--- config.mk ---
export PLATFORM = sky130hd
export DESIGN_NAME = gray_codec_pipe
export DESIGN_NICKNAME = d
export VERILOG_FILES = /design/src/rtl/gray_codec_pkg.sv /design/src/rtl/gray_pipe_stage.sv /design/src/rtl/gray_codec_pipe.sv
export SDC_FILE = /design/constraint.sdc
export NUM_CORES = 1
export LEC_CHECK = 0
export CORE_MARGIN = 2
export CORE_UTILIZATION = 35
export CTS_BUF_LIST = sky130_fd_sc_hd__clkbuf_8 sky130_fd_sc_hd__clkbuf_16
export CTS_CLUSTER_DIAMETER = 50
export DETAILED_ROUTE_END_ITERATION = 6
export HOLD_SLACK_MARGIN = 0.06
export PLACE_DENSITY = 0.7
export SYNTH_ARGS = -nofsm -noshare
export SYNTH_HDL_FRONTEND = slang
export SYNTH_SLANG_ARGS = --single-unit
--- constraint.sdc ---
create_clock -name clk -period 2.7 [get_ports clk]
set_input_delay 0.54 -clock clk [delete_from_list [all_inputs] [get_ports clk]]
set_output_delay 0.54 -clock clk [all_outputs]
set_load 0.05 [all_outputs]
--- src/rtl/gray_codec_pkg.sv ---
// ---------------------------------------------------------------------------
// gray_codec_pkg
//
// Purpose: shared definitions for the gray code converter pipeline.
//   - MODE_G2B / MODE_B2G : values of the per-beat mode bit
//   - gray2bin / bin2gray : conversion functions on a wide word (GW bits)
//   - hamming_exceeds_one : helper used by the optional sequence checker
//
// The functions work on a fixed GW-bit word. Callers zero-extend their K-bit
// word into it and truncate the result back to K bits. Zero upper bits do not
// disturb either conversion, so the low K result bits are exactly the K-bit
// conversion. Word widths above GW are not supported.
// ---------------------------------------------------------------------------
package gray_codec_pkg;

  localparam int GW = 64;

  localparam logic MODE_G2B = 1'b0;
  localparam logic MODE_B2G = 1'b1;

  typedef logic [GW-1:0] gword_t;

  // Binary to gray: each gray bit is the XOR of adjacent binary bits.
  function automatic gword_t bin2gray(input gword_t b);
    return b ^ (b >> 1);
  endfunction

  // Gray to binary: each binary bit is the XOR of all gray bits at or above
  // it. This is built as a running XOR from the MSB downwards.
  function automatic gword_t gray2bin(input gword_t g);
    gword_t b;
    b[GW-1] = g[GW-1];
    for (int i = GW - 2; i >= 0; i--) begin
      b[i] = b[i+1] ^ g[i];
    end
    return b;
  endfunction

  // True when two words differ in more than one bit position.
  function automatic logic hamming_exceeds_one(input gword_t a, input gword_t b);
    return ($countones(a ^ b) > 1);
  endfunction

endpackage

--- src/rtl/gray_pipe_stage.sv ---
// ---------------------------------------------------------------------------
// gray_pipe_stage
//
// Purpose: one register slice of the converter pipeline. It holds a valid
// bit plus the converted word and the mode tag of the beat it carries.
//
// Ports:
//   clk      in   clock, rising edge
//   rst      in   synchronous active-high reset (clears valid and payload)
//   load     in   stage takes d_* this cycle (stage empty or being drained)
//   d_valid  in   valid bit offered by the previous stage / input
//   d_mode   in   mode tag offered with the beat
//   d_data   in   K-bit converted word offered with the beat
//   q_valid  out  stage holds a beat
//   q_mode   out  mode tag of the held beat
//   q_data   out  K-bit word of the held beat
// ---------------------------------------------------------------------------
module gray_pipe_stage #(
  parameter int K = 8
) (
  input  logic         clk,
  input  logic         rst,
  input  logic         load,
  input  logic         d_valid,
  input  logic         d_mode,
  input  logic [K-1:0] d_data,
  output logic         q_valid,
  output logic         q_mode,
  output logic [K-1:0] q_data
);

  logic         valid_d, valid_q;
  logic         mode_d,  mode_q;
  logic [K-1:0] data_d,  data_q;

  // The payload only changes when a real beat arrives, so a bubble moving
  // through the stage leaves the previous word visible. Downstream ignores
  // it anyway because the valid bit is low.
  always_comb begin
    valid_d = valid_q;
    mode_d  = mode_q;
    data_d  = data_q;
    if (load) begin
      valid_d = d_valid;
      if (d_valid) begin
        mode_d = d_mode;
        data_d = d_data;
      end
    end
  end

  always_ff @(posedge clk) begin
    if (rst) begin
      valid_q <= 1'b0;
      mode_q  <= 1'b0;
      data_q  <= '0;
    end else begin
      valid_q <= valid_d;
      mode_q  <= mode_d;
      data_q  <= data_d;
    end
  end

  assign q_valid = valid_q;
  assign q_mode  = mode_q;
  assign q_data  = data_q;

endmodule

--- src/rtl/gray_codec_pipe.sv ---
// ---------------------------------------------------------------------------
// gray_codec_pipe
//
// Purpose: valid/ready pipelined gray<->binary converter. Each accepted beat
// is converted combinationally according to its own mode bit and then
// carried through STAGES register slices. The slices form an elastic
// pipeline with a combinational ready chain, so it streams one beat per
// cycle and holds up to STAGES beats under back-pressure.
//
// Parameters:
//   K       word width in bits (2 .. 64)
//   STAGES  number of register stages (>= 1), which is also the latency
//
// Ports:
//   clk             in   clock, rising edge
//   rst             in   synchronous active-high reset, flushes the pipe
//   in_valid        in   upstream beat present
//   in_ready        out  beat accepted this cycle (never while rst is high)
//   mode            in   0 = gray-to-binary, 1 = binary-to-gray
//   data_in         in   K-bit word to convert
//   out_valid       out  converted beat present
//   out_ready       in   downstream accepts the beat
//   data_out        out  K-bit converted word
//   seq_err         out  one-cycle pulse on a gray sequence violation
//   seq_err_sticky  out  latched violation flag, cleared only by reset
//
// Configuration: the seq_err / seq_err_sticky ports and the gray sequence
// checker exist only when GRAY_CODEC_SEQ_CHECK_EN is defined.
// ---------------------------------------------------------------------------
module gray_codec_pipe
  import gray_codec_pkg::*;
#(
  parameter int K      = 8,
  parameter int STAGES = 2
) (
  input  logic         clk,
  input  logic         rst,
  input  logic         in_valid,
  output logic         in_ready,
  input  logic         mode,
  input  logic [K-1:0] data_in,
  output logic         out_valid,
  input  logic         out_ready,
  output logic [K-1:0] data_out
`ifdef GRAY_CODEC_SEQ_CHECK_EN
  ,
  output logic         seq_err,
  output logic         seq_err_sticky
`endif
);

  logic [K-1:0]      data_conv;
  logic              accept;

  logic [STAGES-1:0] stage_ready;
  logic [STAGES-1:0] stage_in_valid;
  logic              stage_in_mode [STAGES];
  logic [K-1:0]      stage_in_data [STAGES];
  logic [STAGES-1:0] stage_valid;
  logic              stage_mode    [STAGES];
  logic [K-1:0]      stage_data    [STAGES];

  // The mode tag of the final stage is not exported. It is kept so that every
  // slice holds the same beat record, and it is visible when debugging.
  logic              out_mode_unused;

  // Conversion sits ahead of stage 0. Later stages only move the result.
  always_comb begin
    if (mode == MODE_B2G) begin
      data_conv = K'(bin2gray(GW'(data_in)));
    end else begin
      data_conv = K'(gray2bin(GW'(data_in)));
    end
  end

  // stage_ready[s] is the ready into stage s. Stage s can load if it is
  // empty, or if everything after it will also move, which means out_ready
  // or an empty stage further down. The chain is unrolled as a running OR
  // from the output end so it has no self-referencing vector.
  always_comb begin
    logic chain;
    chain       = out_ready;
    stage_ready = '0;
    for (int s = STAGES - 1; s >= 0; s--) begin
      chain          = chain || !stage_valid[s];
      stage_ready[s] = chain;
    end
  end

  // Acceptance is blocked during reset so that no beat slips in while the
  // pipe is being flushed.
  assign in_ready = stage_ready[0] && !rst;
  assign accept   = in_valid && in_ready;

  // Stage 0 takes the freshly converted beat. Each later stage takes
  // whatever its predecessor holds, including bubbles.
  always_comb begin
    stage_in_valid[0] = accept;
    stage_in_mode[0]  = mode;
    stage_in_data[0]  = data_conv;
    for (int s = 1; s < STAGES; s++) begin
      stage_in_valid[s] = stage_valid[s-1];
      stage_in_mode[s]  = stage_mode[s-1];
      stage_in_data[s]  = stage_data[s-1];
    end
  end

  for (genvar s = 0; s < STAGES; s++) begin : g_stage
    gray_pipe_stage #(
      .K (K)
    ) u_stage (
      .clk     (clk),
      .rst     (rst),
      .load    (stage_ready[s]),
      .d_valid (stage_in_valid[s]),
      .d_mode  (stage_in_mode[s]),
      .d_data  (stage_in_data[s]),
      .q_valid (stage_valid[s]),
      .q_mode  (stage_mode[s]),
      .q_data  (stage_data[s])
    );
  end

  assign out_valid       = stage_valid[STAGES-1];
  assign data_out        = stage_data[STAGES-1];
  assign out_mode_unused = stage_mode[STAGES-1];

`ifdef GRAY_CODEC_SEQ_CHECK_EN
  // Gray sequence checker. It watches the raw input words of accepted
  // gray-to-binary beats. Consecutive gray codes may repeat or differ in one
  // bit. Anything further apart raises seq_err in the cycle after the beat is
  // accepted. The first such beat after reset only seeds the history.
  logic [K-1:0] hist_d, hist_q;
  logic         hist_valid_d, hist_valid_q;
  logic         seq_err_d, seq_err_q;
  logic         sticky_d, sticky_q;

  always_comb begin
    hist_d       = hist_q;
    hist_valid_d = hist_valid_q;
    seq_err_d    = 1'b0;
    if (accept && (mode == MODE_G2B)) begin
      if (hist_valid_q && hamming_exceeds_one(GW'(hist_q), GW'(data_in))) begin
        seq_err_d = 1'b1;
      end
      hist_d       = data_in;
      hist_valid_d = 1'b1;
    end
    sticky_d = sticky_q || seq_err_d;
  end

  always_ff @(posedge clk) begin
    if (rst) begin
      hist_q       <= '0;
      hist_valid_q <= 1'b0;
      seq_err_q    <= 1'b0;
      sticky_q     <= 1'b0;
    end else begin
      hist_q       <= hist_d;
      hist_valid_q <= hist_valid_d;
      seq_err_q    <= seq_err_d;
      sticky_q     <= sticky_d;
    end
  end

  assign seq_err        = seq_err_q;
  assign seq_err_sticky = sticky_q;
`endif

endmodule

==> metrics.md <==
| Metric | Value |
|---|---|
| Status | finished, final reports clean |
| Hpwl dp | around 1200 um |
| CTS Buffer Depth | 2 |
| Most frequent cells in the layout | clkdlybuf4s50_1 (21), dfxtp_1 (18), nor2_1 (16) |
| Max Fclk | 0.4580 GHz |
| DR WL/cell | 10.22 um |
| Initial antenna violation count | 0 |
| Share of cells above drive strength 1 | 8.621% |
| Peak fanout along the critical path | 3 |
| RSZ-0062 raised after global routing | false |
| Primary FF master, synth | dfxtp_1 |
| Largest net degree at the start of global routing | 16 |
| Die Y | 53.74 um |
| Port Buffers | 22 |
| Post-Syn Instances | 91 |
| Worst Skew | around 0.0012 ns |
| Initial Utilization | 35.93% |
| Full die area | 2887 sq um |
| Ports | 23 |
| Netlist cell types | 22 |
| Family with the most delay on the worst path | buffers and inverters |
| CTS tree | done |
| Hold Fails Final Rpt | 0 |
| Asr flop ratio synth | 0% |
| Worst skew pair latency | 0.25 ns |
| Die X | 53.74 um |
| Peak VDD IR | 0.2725 mV |
| Slew headroom | 66.33% |
| Commonest non-fill, non-tap cell in the layout | clkdlybuf4s50_1 |
| Crit Path Category | input pin to output port |
| Synth top area share | between 40% and 50% |
| # setup viols final | 0 |
| Syn avg cell area | 9.515 sq um |
| Int Pwr | 493.1 uW |
| Fin worst setup slack | 0.5166 ns |
| # resized after CTS | 0 |
| Crit. End Element | output port |
| Crit path buf inv count | 2 |
| Nets@finish | 130 |
| Seq. cell area | about 360 sq um |
| Final TNS setup | 0 ns |
| TritonCTS Sinks | 18 |
| Number of remaining DRC errors | 0 |
| P_sw | about 170 uW |
| Worst-Margin Slew | 0.5034 ns |
| Fin crit share | roughly four fifths |
| Placed Area | 1140 sq um |
| Final core utilization | between 40% and 50% |
| Final wirelength | 1492 um |
| Finished layout cell area | 1195 sq um |
| Seq/Total Area, Yosys | 41.62% |
| Netlist Area Pre-Place | about 870 sq um |
| CTS root buffer | clkbuf_8 |
| ANT cells | 0 |
| Crit path required time | approximately 2.2 ns |
| Post-route ant nets | 0 |
| Biggest area consumer among synthesized cells | dfxtp_1 |
| Synthesized flop and latch total | 18 |
| Combinational Power Share | between 20% and 30% |
| Hold WC Path Type | register to register |
| Clock slew at reported path FFs | ~0.060 ns |
| First DRT Iteration DRCs | 7 |
| Crit start category | input pin |
| First-pass GRT wire length | 2373 um |
| GRT Util Overall | 11.19% |
| Crit path largest cell delay | 0.49 ns |
| GPL Wtd Cong | 0.7481 |
| TritonCTS Buffers | 3 |
| DRT Pass-1 Iters | 2 |
| Core area | around 2400 sq um |
| Post-CTS setup buffer count | 0 |
| Fillers | 229 |
| Tmin final | 2.183 ns |
| Vias/cell | approximately 4.7 |
| Placement Rows | 18 |
| Post-synth EDFFs | 0 |
| Sw frac | 25.34% |
| H-tree level count | 1 |
| Crit path DAT | about 1.6 ns |
| Seq pwr share | between 40% and 50% |
| Slowest-stage cell, CP | clkdlybuf4s50_1 |
| Area of the multi-input gates | 470.5 sq um |
| Cell Chain, Critical Path | clkdlybuf4s50_1, and3b_1, nor2_1, buf_12 |
| Pre-CTS setup slack | between 0.2 and 0.3 ns |
| Congestion Overflow GR | 0 |
| Maximum capacitance violations | 0 |
| Via count of the first global-routing pass | 619 |
| Syn Nets | 104 |
| Largest cells by area after synthesis | dfxtp_1 (42%), mux2i_1 (9.2%), xnor3_1 (7.8%) |
| PD cells | 552.8 nW/um^2 |
| Clock share of power | 31.8% |
| Area grow syn2layout | 38.01% |
| Leak | ~0.53 nW |
| Max Slew Vio Count | 0 |
| Via Count | 680 |
| Warnings, synthesis | 0 |
| Hold Buf Count CTS | 0 |
## synth_stat cells, types with 3 or more instances
library cell	number
xor2_1	5
xnor2_1	4
o21ai_0	4
dfxtp_1	18
clkbuf_1	3
mux2i_1	8
nor2_1	16
inv_1	5
xnor3_1	3
nand3_1	9
## path summary, 6_finish.rpt
kind	cells after the start	from	slack [ns]	endpoint
worst max-delay path	4	out_ready	0.52	in_ready
worst min register to register	2	g_stage[0].u_stage.q_data[7]	0.48	g_stage[0].u_stage.q_data[7]
worst min-delay path	2	g_stage[0].u_stage.q_data[7]	0.48	g_stage[0].u_stage.q_data[7]
worst max register to register	4	g_stage[1].u_stage.q_valid	1.13	g_stage[0].u_stage.q_data[1]
## logic make-up after synthesis
family                    after synthesis  share of synthesized area [%]
muxes                                   8                          9.249
and+or+nand+nor                        30                          16.33
buffers and inverters                   9                          4.046
AOI/OAI and AO/OA                      12                          8.093
xor gates and xnor gates               14                          20.66
DFF                                    18                          41.62
## layer usage
| metal | part of all wire [%] | GRT usage [%] | vias to the layer above |
|---|---|---|---|
| li1 | - | - | 357 |
| met1 | 44 | 11.86 | 307 |
| met2 | 52 | 20.12 | 14 |
| met3 | 3.2 | 1.667 | 2 |
| met4 | 1.3 | 7.692 | 0 |
| met5 | 0 | 0 | - |
## power by group through the flow
stage	logic, mW	registers, mW	clock network, mW
2_1_floorplan	0.0858	0.318	0
3_3_place_gp	0.152	0.301	0
3_5_place_dp	0.155	0.302	0
4_1_cts	0.156	0.297	0.217
5_1_grt	0.167	0.298	0.226
6_report	0.154	0.297	0.210
## per-stage QoR
step,hold WS [ns],std cells,power [mW]
global placement,0.4563,142,0.4525
global route,0.4952,146,0.6909
detailed placement,0.4647,142,0.4573
finish,0.4754,146,0.6605
floorplan,0.4362,91,0.4037
CTS,0.4776,146,0.6692
## state kept, by name (all words and copies together), names as in the netlist
name                     cells
g_stage.u_stage.q_data      16
g_stage.u_stage.q_valid      2
## area by class of cell
class,count,area share (%)
multi-input cells,64,39.37
flip-flops and latches,18,30.16
repair buffers,25,21.15
clock buffers,4,4.607
well taps,30,3.141
inverters,5,1.571
## worst min-delay path: stages, from the launching register on
cell and delay (ns):
dfxtp_1 0.31, nand3_1 0.05, o21ai_0 0.06
Note: power is estimated with default switching activity, not from simulation.
